===== config.mk =====
export PLATFORM = sky130hd
export DESIGN_NAME = access_ctrl_multi
export DESIGN_NICKNAME = d
export VERILOG_FILES = /design/src/rtl/acc_ctrl_pkg.sv /design/src/rtl/acc_lock_timer.sv /design/src/rtl/access_ctrl_multi.sv
export SDC_FILE = /design/constraint.sdc
export NUM_CORES = 1
export LEC_CHECK = 0
export ABC_AREA = 1
export BUFFER_PORTS_ARGS = -buffer_cell sky130_fd_sc_hd__buf_2
export CORE_UTILIZATION = 58
export CTS_CLUSTER_SIZE = 24
export DETAILED_ROUTE_END_ITERATION = 12
export GPL_ROUTABILITY_DRIVEN = 0
export PLACE_DENSITY = 0.84
export SYNTH_ARGS = -nofsm -noshare
export SYNTH_HDL_FRONTEND = slang
export SYNTH_HIERARCHICAL = 1
export SYNTH_SLANG_ARGS = --single-unit

===== constraint.sdc =====
create_clock -name clk -period 2.9 [get_ports clk]
set_input_delay 0.58 -clock clk [delete_from_list [all_inputs] [get_ports clk]]
set_output_delay 0.58 -clock clk [all_outputs]
set_load 0.005 [all_outputs]

===== src/rtl/acc_ctrl_pkg.sv =====
// Shared types, default parameters and counter sizing for the multi-user
// access controller.
package acc_ctrl_pkg;

   typedef enum logic [2:0] {
      IDLE,
      GET_PW,
      WAIT_MEM,
      CHECK,
      GRANT,
      LOCKOUT,
      CHANGE_WAIT,
      CHANGE_WR
   } state_e;

   localparam int DEF_PW_W        = 16;
   localparam int DEF_ID_W        = 8;
   localparam int DEF_MAX_FAIL    = 3;
   localparam int DEF_LOCK_CYCLES = 1024;
   localparam int DEF_MEM_LAT     = 1;

   // Width of a down-counter that must hold either of two load values.
   function automatic int cnt_width(input int a, input int b);
      int m;
      m = (a > b) ? a : b;
      return (m < 1) ? 1 : $clog2(m + 1);
   endfunction

endpackage


===== src/rtl/acc_lock_timer.sv =====
// Loadable down-counter that stops at zero; zero is flagged from the
// registered count.
module acc_lock_timer #(
   parameter int W = 4
) (
   input  logic         clk,
   input  logic         rst,
   input  logic         load,
   input  logic [W-1:0] value,
   output logic         zero
);

   logic [W-1:0] count_q;
   logic [W-1:0] count_d;

   always_comb begin
      count_d = count_q;
      if (load) begin
         count_d = value;
      end else if (count_q != '0) begin
         count_d = count_q - 1'b1;
      end
   end

   always_ff @(posedge clk) begin
      if (rst) begin
         count_q <= '0;
      end else begin
         count_q <= count_d;
      end
   end

   assign zero = (count_q == '0);

endmodule


===== src/rtl/access_ctrl_multi.sv =====
// Multi-user access controller: checks a user's password against an external
// RAM, counts consecutive failures, locks out for a while, and supports change.
module access_ctrl_multi
   import acc_ctrl_pkg::*;
#(
   parameter int PW_W        = DEF_PW_W,
   parameter int ID_W        = DEF_ID_W,
   parameter int MAX_FAIL    = DEF_MAX_FAIL,
   parameter int LOCK_CYCLES = DEF_LOCK_CYCLES,
   parameter int MEM_LAT     = DEF_MEM_LAT
) (
   input  logic                             clk,
   input  logic                             rst,
   input  logic [PW_W-1:0]                  data_in,
   input  logic                             data_in_load,
   input  logic                             logout,
   input  logic [PW_W-1:0]                  mem_rd_data,
   output logic [ID_W-1:0]                  mem_addr,
   output logic                             mem_wren,
   output logic [PW_W-1:0]                  mem_wr_data,
   output logic                             access_grant,
   output logic                             locked_out,
   output logic [$clog2(MAX_FAIL+1)-1:0]    fail_count
);

   localparam int FC_W  = $clog2(MAX_FAIL + 1);
   localparam int CNT_W = cnt_width(MEM_LAT, LOCK_CYCLES - 1);

   state_e            state_q, state_d;
   logic [ID_W-1:0]   addr_q, addr_d;
   logic              chg_q, chg_d;
   logic [PW_W-1:0]   pw_q, pw_d;
   logic [PW_W-1:0]   mem_q, mem_d;
   logic [FC_W-1:0]   fail_q, fail_d;
   logic              grant_q, grant_d;
   logic              lock_q, lock_d;
   logic              wren_q, wren_d;
   logic [PW_W-1:0]   wr_data_q, wr_data_d;

   logic              tmr_load;
   logic [CNT_W-1:0]  tmr_value;
   logic              tmr_zero;

   acc_lock_timer #(.W(CNT_W)) u_timer (
      .clk   (clk),
      .rst   (rst),
      .load  (tmr_load),
      .value (tmr_value),
      .zero  (tmr_zero)
   );

   always_comb begin
      state_d   = state_q;
      addr_d    = addr_q;
      chg_d     = chg_q;
      pw_d      = pw_q;
      mem_d     = mem_q;
      fail_d    = fail_q;
      grant_d   = grant_q;
      lock_d    = lock_q;
      wren_d    = 1'b0;
      wr_data_d = wr_data_q;
      tmr_load  = 1'b0;
      tmr_value = '0;
      case (state_q)
         IDLE: begin
            if (data_in_load) begin
               addr_d  = data_in[ID_W-1:0];
               chg_d   = data_in[ID_W];
               state_d = GET_PW;
            end
         end
         GET_PW: begin
            if (data_in_load) begin
               pw_d      = data_in;
               tmr_load  = 1'b1;
               tmr_value = CNT_W'(MEM_LAT);
               state_d   = WAIT_MEM;
            end
         end
         // First WAIT_MEM cycle issues the read; data is taken MEM_LAT cycles later.
         WAIT_MEM: begin
            if (tmr_zero) begin
               mem_d   = mem_rd_data;
               state_d = CHECK;
            end
         end
         CHECK: begin
            if (pw_q == mem_q) begin
               fail_d  = '0;
               grant_d = ~chg_q;
               state_d = chg_q ? CHANGE_WAIT : GRANT;
            end else begin
               fail_d = fail_q + 1'b1;
               if (fail_q + 1'b1 == FC_W'(MAX_FAIL)) begin
                  lock_d    = 1'b1;
                  tmr_load  = 1'b1;
                  tmr_value = CNT_W'(LOCK_CYCLES - 1);
                  state_d   = LOCKOUT;
               end else begin
                  state_d = GET_PW;
               end
            end
         end
         GRANT: begin
            grant_d = 1'b1;
            if (logout) begin
               grant_d = 1'b0;
               state_d = IDLE;
            end
         end
         LOCKOUT: begin
            if (tmr_zero) begin
               lock_d  = 1'b0;
               fail_d  = '0;
               state_d = IDLE;
            end
         end
         CHANGE_WAIT: begin
            if (data_in_load) begin
               wr_data_d = data_in;
               wren_d    = 1'b1;
               state_d   = CHANGE_WR;
            end
         end
         CHANGE_WR: begin
            state_d = IDLE;
         end
         default: begin
            grant_d = 1'b0;
            lock_d  = 1'b0;
            state_d = IDLE;
         end
      endcase
   end

   always_ff @(posedge clk) begin
      if (rst) begin
         state_q   <= IDLE;
         addr_q    <= '0;
         chg_q     <= 1'b0;
         pw_q      <= '0;
         mem_q     <= '0;
         fail_q    <= '0;
         grant_q   <= 1'b0;
         lock_q    <= 1'b0;
         wren_q    <= 1'b0;
         wr_data_q <= '0;
      end else begin
         state_q   <= state_d;
         addr_q    <= addr_d;
         chg_q     <= chg_d;
         pw_q      <= pw_d;
         mem_q     <= mem_d;
         fail_q    <= fail_d;
         grant_q   <= grant_d;
         lock_q    <= lock_d;
         wren_q    <= wren_d;
         wr_data_q <= wr_data_d;
      end
   end

   assign mem_addr     = addr_q;
   assign mem_wren     = wren_q;
   assign mem_wr_data  = wr_data_q;
   assign access_grant = grant_q;
   assign locked_out   = lock_q;
   assign fail_count   = fail_q;

endmodule


Yosys cells after proc, flatten, opt, wreduce, memory -nomap -nowiden
Cells that the tools add are included.
Widths: inputs -> output; s select.

storage, ports and cells
  bits of input ports = 36
  latch bits = 0
  register bits after elaboration = 75
  memory bits (read-only) = 0
  output and inout bits = 29
  memories kept = 0
  RAM bits = 0

cells by class
  multiplexer cells = 30
  multiply operators = 0
  div/mod/pow operators = 0
  shift operators = 0
  reductions and logical operators = 15
  bitwise gates (word level) = 2
  magnitude comparators = 0
  add/sub/neg operators = 2
  equal/unequal tests = 18

operators by type and width
  cell                   number
  $mux 10                4
  $mux 3                 8
  $pmux 3 s8             1
  $pmux 10 s2            1
  $ne 2x2->1 const B     9
  $eq 16x16->1           1
  $eq 3x3->1 const B     4
  $reduce_and 2->1       6
  $logic_not 10->1       1
  $reduce_bool 10->1     1
  $sub 10x1->10 const B  1
  $mux 1                 9
  $eq 3x2->1 const B     2
  $mux 2                 3
  $pmux 1 s2             3
  $reduce_and 6->1       1
  $reduce_bool 2->1      3
  $pmux 2 s2             1
  $reduce_and 4->1       1
  $eq 3x1->1 const B     1
  $logic_not 3->1        1
  $add 2x1->2 const B    1
  $eq 2x2->1 const B     1
  $not 1->1              2
  $reduce_or 2->1        1

Logic depth before layout (Yosys ltp)
Gate-level depths: netlist (run 1).

  depth in word-level cells = 6
  mapped depth = 16
  mapped depth without buffers = 14

Cells and area by module
The synthesis (run 1) kept the hierarchy.

by module, submodules not included
  module             instances  seq. area each (µm²)  area each (µm²)  cells an instance
  access_ctrl_multi  1          1301.2                2740.1           370
  acc_lock_timer     1          200.2                 716.9            122

Worst setup path after synthesis (run 1)
No wires, ideal clock.

  path type = input to register
  start point = in data_in_load
  end point = reg u_timer.count_q[9]
  setup slack = 0.968 ns
  arrival = 1.821 ns
  data required time = 2.788 ns
  stages = 10
  path buffers = 4
  setup time = 0.112 ns
  path through = clkbuf_1 > nand2_1 > buf_6 > buf_6 > nand2_1 > buf_2 > inv_2 > or2_2 > nand3_1 > nor2_1

on the way
  longest elaborated chain between the ends = 3
  elaborated cells between the ends (all ways) = 4

RTL lines
  item                                          line                     text
  start: declaration                            access_ctrl_multi.sv:15  input logic data_in_load,
  $mux 1 *                                      access_ctrl_multi.sv:74  if (data_in_load) begin
  $pmux 1 s2 *                                  access_ctrl_multi.sv:65  case (state_q)
  net tmr_load                                  access_ctrl_multi.sv:40  logic tmr_load;
  $mux 10 or $reduce_bool 2->1 (tied branches)  n/a
  end signal: assignment                        acc_lock_timer.sv:29     count_q <= count_d;
  end: declaration                              acc_lock_timer.sv:13     logic [W-1:0] count_q;

Mark *: on every way through the listed nets, which the timed path passes. The rest lies on a longest branch.
A chain may end at the register's enable or synchronous reset.

Worst setup path after layout (run 1)
  start point = reg u_timer.count_q[0]
  end point = reg mem_q[1]

on the way
  longest elaborated chain between the ends = 2

RTL lines
  item                               line                      text
  $logic_not 10->1                   acc_lock_timer.sv:33      assign zero = (count_q == '0);
  net tmr_zero                       access_ctrl_multi.sv:42   logic tmr_zero;
  $reduce_and 2->1 (no source line)  n/a
  end signal: assignment             access_ctrl_multi.sv:154  mem_q <= mem_d;
  end: declaration                   access_ctrl_multi.sv:33   logic [PW_W-1:0] mem_q, mem_d;

The timed path passes the listed nets, and every way through them passes these cells.

==> results of run 1 <==
-- synthesized netlist by cell type --
library cell and instances:
nand3b_1 1, buf_1 1, dfxtp_1 75, nor2_4 6, nor3_4 2, nand4_1 5, or2_1 1, a21oi_2 1
buf_6 2, buf_2 9, nand2_1 109, clkbuf_1 8, nor3_1 1, or2_2 2, a211oi_1 1, xor2_1 4
buf_4 1, a31oi_1 1, nand3_1 37, inv_1 51, nor2_2 2, o21ai_0 37, nor2_1 48, nand3_2 1
a21oi_1 64, ha_1 2, o21ai_1 7, nand3_4 1, nand2_2 4, inv_2 8
-- layer usage --
layer / track usage, % / wire length, microns / up-vias
met3: 9.31 / 501 / 16
met5: 0 / 0 / -
met1: 35.4 / 3860 / 1497
li1: - / - / 1693
met4: 9.27 / 155 / 0
met2: 48.4 / 3940 / 113
-- registers in the layout, indices dropped and copies added (netlist names), 2 cells and up --
name	count
mem_addr	8
state_q	3
u_timer/count_q	10
pw_q	16
mem_q	16
fail_count	2
mem_wr_data	16
-- layout make-up --
cell class	count	area [sq um]
Clock buffer	13	179
Clock inverter	3	67.6
Fill cell	448	1610
Inverter	59	221
Multi-Input combinational cell	337	1630
Sequential cell	75	1500
Tap cell	72	90.1
Timing Repair Buffer	68	350
-- through the flow --
stage	util, %	std cells	power [mW]
finish	71.5	627	3.10
floorplan	-	492	1.95
detailed placement	67.2	611	2.15
global placement	67.2	611	2.13
CTS	71.5	627	3.10
global route	71.5	627	3.31
-- worst paths after layout --
| kind | start | end | slack, ns | depth (start not counted) |
|---|---|---|---|---|
| setup / recovery | u_timer/count_q[0]$_SDFFE_PP0P_ | mem_q[1]$_SDFFE_PP0P_ | 0.62 | 11 |
| setup reg to reg | u_timer/count_q[0]$_SDFFE_PP0P_ | mem_q[1]$_SDFFE_PP0P_ | 0.62 | 11 |
| hold / removal | mem_addr[7]$_SDFFE_PP0P_ | mem_addr[7]$_SDFFE_PP0P_ | 0.45 | 2 |
| hold reg to reg | mem_addr[7]$_SDFFE_PP0P_ | mem_addr[7]$_SDFFE_PP0P_ | 0.45 | 2 |
-- worst max-delay path: stages (launching register included) --
cell	delay, ns
dfxtp_1	0.32
inv_1	0.11
ha_1	0.28
nand2_1	0.09
nor2_1	0.12
nand2_1	0.09
nor3_1	0.30
inv_1	0.13
nor2_4	0.17
inv_2	0.19
o21ai_0	0.26
a21oi_1	0.07
-- power groups by stage --
stage	combinational, mW	sequential (mW)	clock, mW
after global placement	0.870	1.26	0
after CTS	0.895	1.24	0.964
after global routing	1.04	1.26	1.02
after floorplan	0.703	1.24	0
final	0.902	1.24	0.952
after detailed placement	0.888	1.26	0
-- kinds of logic (layout without fill, tap and decap cells) --
kind of cell / count (synthesis) / after routing / synth area share (%)
xor+xnor: 4 / 4 / 1.01
compound gates: 111 / 111 / 16.3
simple gates: 220 / 220 / 29.0
flops: 75 / 75 / 43.4
buf+inv: 80 / 143 / 9.55
fa+ha+maj: 2 / 2 / 0.724
==> flow_summary.yaml, run 1 <==
grt:
  overflow: 0
  grt_pass1_vias: 3178
  grt_start_max_net_pins: 35
  antenna_found_initial: 0
  grt_pass1_wl_microns: 13900
  grt_usage_pct: 29.1
timing:
  holdWs_ns: 0.447
  skew_ns: 0.00800
  slew_headroom_pct: 44.6
  grt_setup_unrepaired: "no"
  slew_violations: 0
  fmax_ghz: 0.439
  max_slew.worst_pin.slew_ns: 0.830
  setup_viol: 0
  post-route-min-period_ns: 2.28
  fin_crit_sh_pct: 78.6
  fin_ws_ns: 0.621
  final.setup.tns_ns: 0
  final_hold_viol_count: 0
die:
  rows: 27
  boundaryPins: 65
  fp.dieW_microns: 79.2
  die_y_microns: 79.2
  core_area_sq_um: 5640
  initial_core_util_pct: 61.3
  fp.dieArea_sq_um: 6270
run_status:
  outcome: "finished, final reports clean"
routing:
  drc: 0
  routed_via_density: 5.29
  first_iter_violations: 148
  wl_per_cell_microns: 13.5
  ant_nets: 0
  num_vias: 3319
  dr.pass1.iters: 7
  routed_wl_microns: 8460
layout:
  nNetsFinal: 588
  diodes: 0
  layout-drive-gt1-share_pct: 20.0
  fin_area_sq_um: 4040
  final_common_cell: "nand2_1"
  syn_to_final_growth_pct: 16.7
  final_cell_mix: "nand2_1, dfxtp_1, a21oi_1, buf_2, inv_1"
placed_design:
  port_buffers: 64
  placed_area_sq_um: 3790
  dp_hpwl_microns: 6010
  post-place-ws_ns: 0.666
clock_network:
  cts_hold_buf: 0
  cts_tree: "built"
  cts-buffers-inserted: 9
  clk_pin_slew_ns: 0.08
  clkLatencyLatePin_ns: 0.35
  cts_root_buf: "clkbuf_8"
  postCtsSetupBuffers: 0
  cts_resized: 0
  clk_path_buf_depth: 2
  cts.sinks: 75
  htreeDepth: 3
critical_path:
  worstSetupStartpointType: "register"
  worstSetupPathType: "reg -> reg"
  cp.arrival_ns: 2.51
  worst_ep_required_time_ns: 3.13
  cp_max_fo: 28
  endpoint_kind: "register"
synth:
  ys_seq_area_share_pct: 43.4
  synthCells: 492
  synth_top_area_share_pct: 43.4
  synth_area_leaders: "dfxtp_1, nand2_1, a21oi_1, inv_1, nand3_1"
  synth_cell_types: 30
  syn_nets: 530
  synth.avg_cell_area_sq_um: 7.03
  synth_area_sq_um: 3460
  synth_top_cell_by_area: "dfxtp_1"
  ys.warnings.count: 6
  synth_seq_cells: 75
pwr:
  seqPwrFrac_pct: 40.1
  p_leak_nw: 1.80
  clockPowerShare_pct: 30.7
  internal_power_mw: 2.04
  switching_share_pct: 34.0
  p_comb_share_pct: 29.1
  switchingPower_mw: 1.05
  p_per_area_nw_per_um2: 767
  peakVddDrop_mv: 0.531
run:
  maxCapViolCount: 0
min_path:
  hp-class: "reg -> reg"
Note: power is estimated with default switching activity, not from simulation.
==> inputs of run 2 (changes only) <==
Settings changed: CORE_UTILIZATION 58 to 50, PLACE_DENSITY 0.84 to 0.77.
Clock period 2.9 ns to 1.97 ns, I/O delays scaled along.
==> flow_summary.yaml, run 2 (synthesized netlist as in run 1, its figures left out) <==
timing:
  holdWs_ns: 0.293
  final.setup.tns_ns: 0
  post-route-min-period_ns: 1.83
  fin_crit_sh_pct: 92.8
  final_hold_viol_count: 0
  fmax_ghz: 0.547
  skew_ns: 0.00713
  setup_viol: 0
  slew_headroom_pct: 76.3
  slew_violations: 0
  max_slew.worst_pin.slew_ns: 0.355
  grt_setup_unrepaired: "no"
min_path:
  holdPathEnd: "mem_q[9]$_SDFFE_PP0P_"
  min_delay_path_depth: 3
  hp-start: "mem_rd_data[9]"
  hp-class: "in -> reg"
die:
  core_area_sq_um: 6490
  rows: 29
  fp.dieArea_sq_um: 7250
  initial_core_util_pct: 53.2
  fp.dieW_microns: 85.2
  boundaryPins: 65
  die_y_microns: 85.2
grt:
  grt_usage_pct: 25.1
  overflow: 0
  antenna_found_initial: 0
  grt_pass1_wl_microns: 14400
  global_route.peak_usage_layer: "met2"
  grt.met3_usage_pct: 5.45
  grt_util_met2_pct: 38.0
  grt_start_max_net_pins: 40
  met1_usage_pct: 33.1
  grt_pass1_vias: 3180
routing:
  ant_nets: 0
  wl_per_cell_microns: 13.5
  first_iter_violations: 252
  drc: 0
  routed_wl_microns: 8640
  routed_via_density: 5.31
  dr.pass1.iters: 5
  num_vias: 3401
clock_network:
  cts_tree: "built"
  htreeDepth: 3
  cts-buffers-inserted: 9
  cts.sinks: 75
  clk_pin_slew_ns: 0.08
  clk_path_buf_depth: 2
  clkLatencyLatePin_ns: 0.34
  cts_root_buf: "clkbuf_8"
critical_path:
  regToRegSetupSlack_ns: 0.14
  cp.arrival_ns: 2.05
  worstSetupStartpointType: "register"
  r2r-end: "u_timer/count_q[5]$_SDFFE_PP0P_"
  cp_max_fo: 9
  worst_ep_required_time_ns: 2.19
  endpoint_kind: "register"
  worstSetupPathType: "reg -> reg"
  r2r_start: "pw_q[12]$_SDFFE_PP0P_"
  r2r_cells: 12
layout:
  nNetsFinal: 597
  regArea_sq_um: 1500
  final_common_cell: "nand2_1"
  syn_to_final_growth_pct: 19.8
  fillers: 547
  final_cell_mix: "nand2_1, dfxtp_1, a21oi_1, buf_2, inv_1"
  multi_input_area_sq_um: 1660
  diodes: 0
  layout-drive-gt1-share_pct: 22.3
run:
  maxCapViolCount: 0
placed_design:
  port_buffers: 64
  dp_hpwl_microns: 6120
pwr:
  peakVddDrop_mv: 0.769
  p_leak_nw: 1.85
  p_per_area_nw_per_um2: 1120
  power.total_mw: 4.64
run_status:
  outcome: "finished, final reports clean"
## run 2: critical path, stage by stage (launching register included)
cell and delay [ns]:
dfxtp_1 0.34, inv_1 0.07, nand2_1 0.06, nand2_1 0.04
nor2_1 0.12, nand2_1 0.10, nor2_2 0.16, nand2_2 0.10
nand3_4 0.10, inv_1 0.17, or2_2 0.34, nand3_1 0.08
nor2_1 0.04
## run 2: worst max path at each step
stage / start / to / slack [ns] / cells after the start
6_report: pw_q[12]$_SDFFE_PP0P_ / u_timer/count_q[5]$_SDFFE_PP0P_ / 0.14 / 12
5_1_grt: pw_q[4]$_SDFFE_PP0P_ / u_timer/count_q[1]$_SDFFE_PP0P_ / 0.004 / 15
4_1_cts: u_timer/count_q[0]$_SDFFE_PP0P_ / mem_q[1]$_SDFFE_PP0P_ / 0.05 / 11
3_5_place_dp: pw_q[0]$_SDFFE_PP0P_ / u_timer/count_q[0]$_SDFFE_PP0P_ / 0.02 / 13
3_3_place_gp: pw_q[10]$_SDFFE_PP0P_ / u_timer/count_q[0]$_SDFFE_PP0P_ / 0.08 / 13
2_1_floorplan: state_q[2]$_SDFFE_PP0P_ / u_timer/count_q[9]$_SDFFE_PP0P_ / 0.08 / 13
## run 2: cell type report
type / count / area share, %
clock buffers: 11 / 3.66
clock inverters: 5 / 2.02
inverters: 59 / 5.47
multi-input cells: 337 / 40.2
flip-flops and latches: 75 / 36.3
well taps: 77 / 2.33
repair buffers: 77 / 10.1
## run 2: what timing repair did
| item | 4_1_cts | 5_1_grt |
|---|---|---|
| setup endpoints to repair | 1 | 30 |
| cloned | 0 | 0 |
| buffers inserted | 0 | 0 |
| hold buffers | 0 | 0 |
| gates resized for setup | 1 | 12 |
| pin swaps | 0 | 2 |
## run 2: metal layers
layer / wire, microns / vias to the layer above / part of all wire (%)
li1: - / 1715 / -
met1: 3990 / 1541 / 46
met2: 3830 / 121 / 44
met3: 556 / 24 / 6.4
met4: 269 / 0 / 3.1
met5: 0 / - / 0
## run 2: power by group
part,switching [mW],leakage (nW),internal (mW),total [mW]
clock network,0.586,0.112,0.787,1.37
logic,0.917,1.13,0.534,1.45
registers,0.137,0.611,1.68,1.82
total,1.64,1.85,3.00,4.64
## run 2: per-stage QoR
| step | cells | setup slack, ns | instance area [sq um] | utilization, % |
|---|---|---|---|---|
| finish | 641 | 0.141 | 4140 | 63.7 |
| global route | 641 | 0.00389 | 4140 | 63.7 |
| CTS | 641 | 0.0470 | 4100 | 63.1 |
| detailed placement | 625 | 0.0169 | 3860 | 59.5 |
| global placement | 625 | 0.0850 | 3860 | 59.5 |
| floorplan | 492 | 0.0755 | 3460 | - |
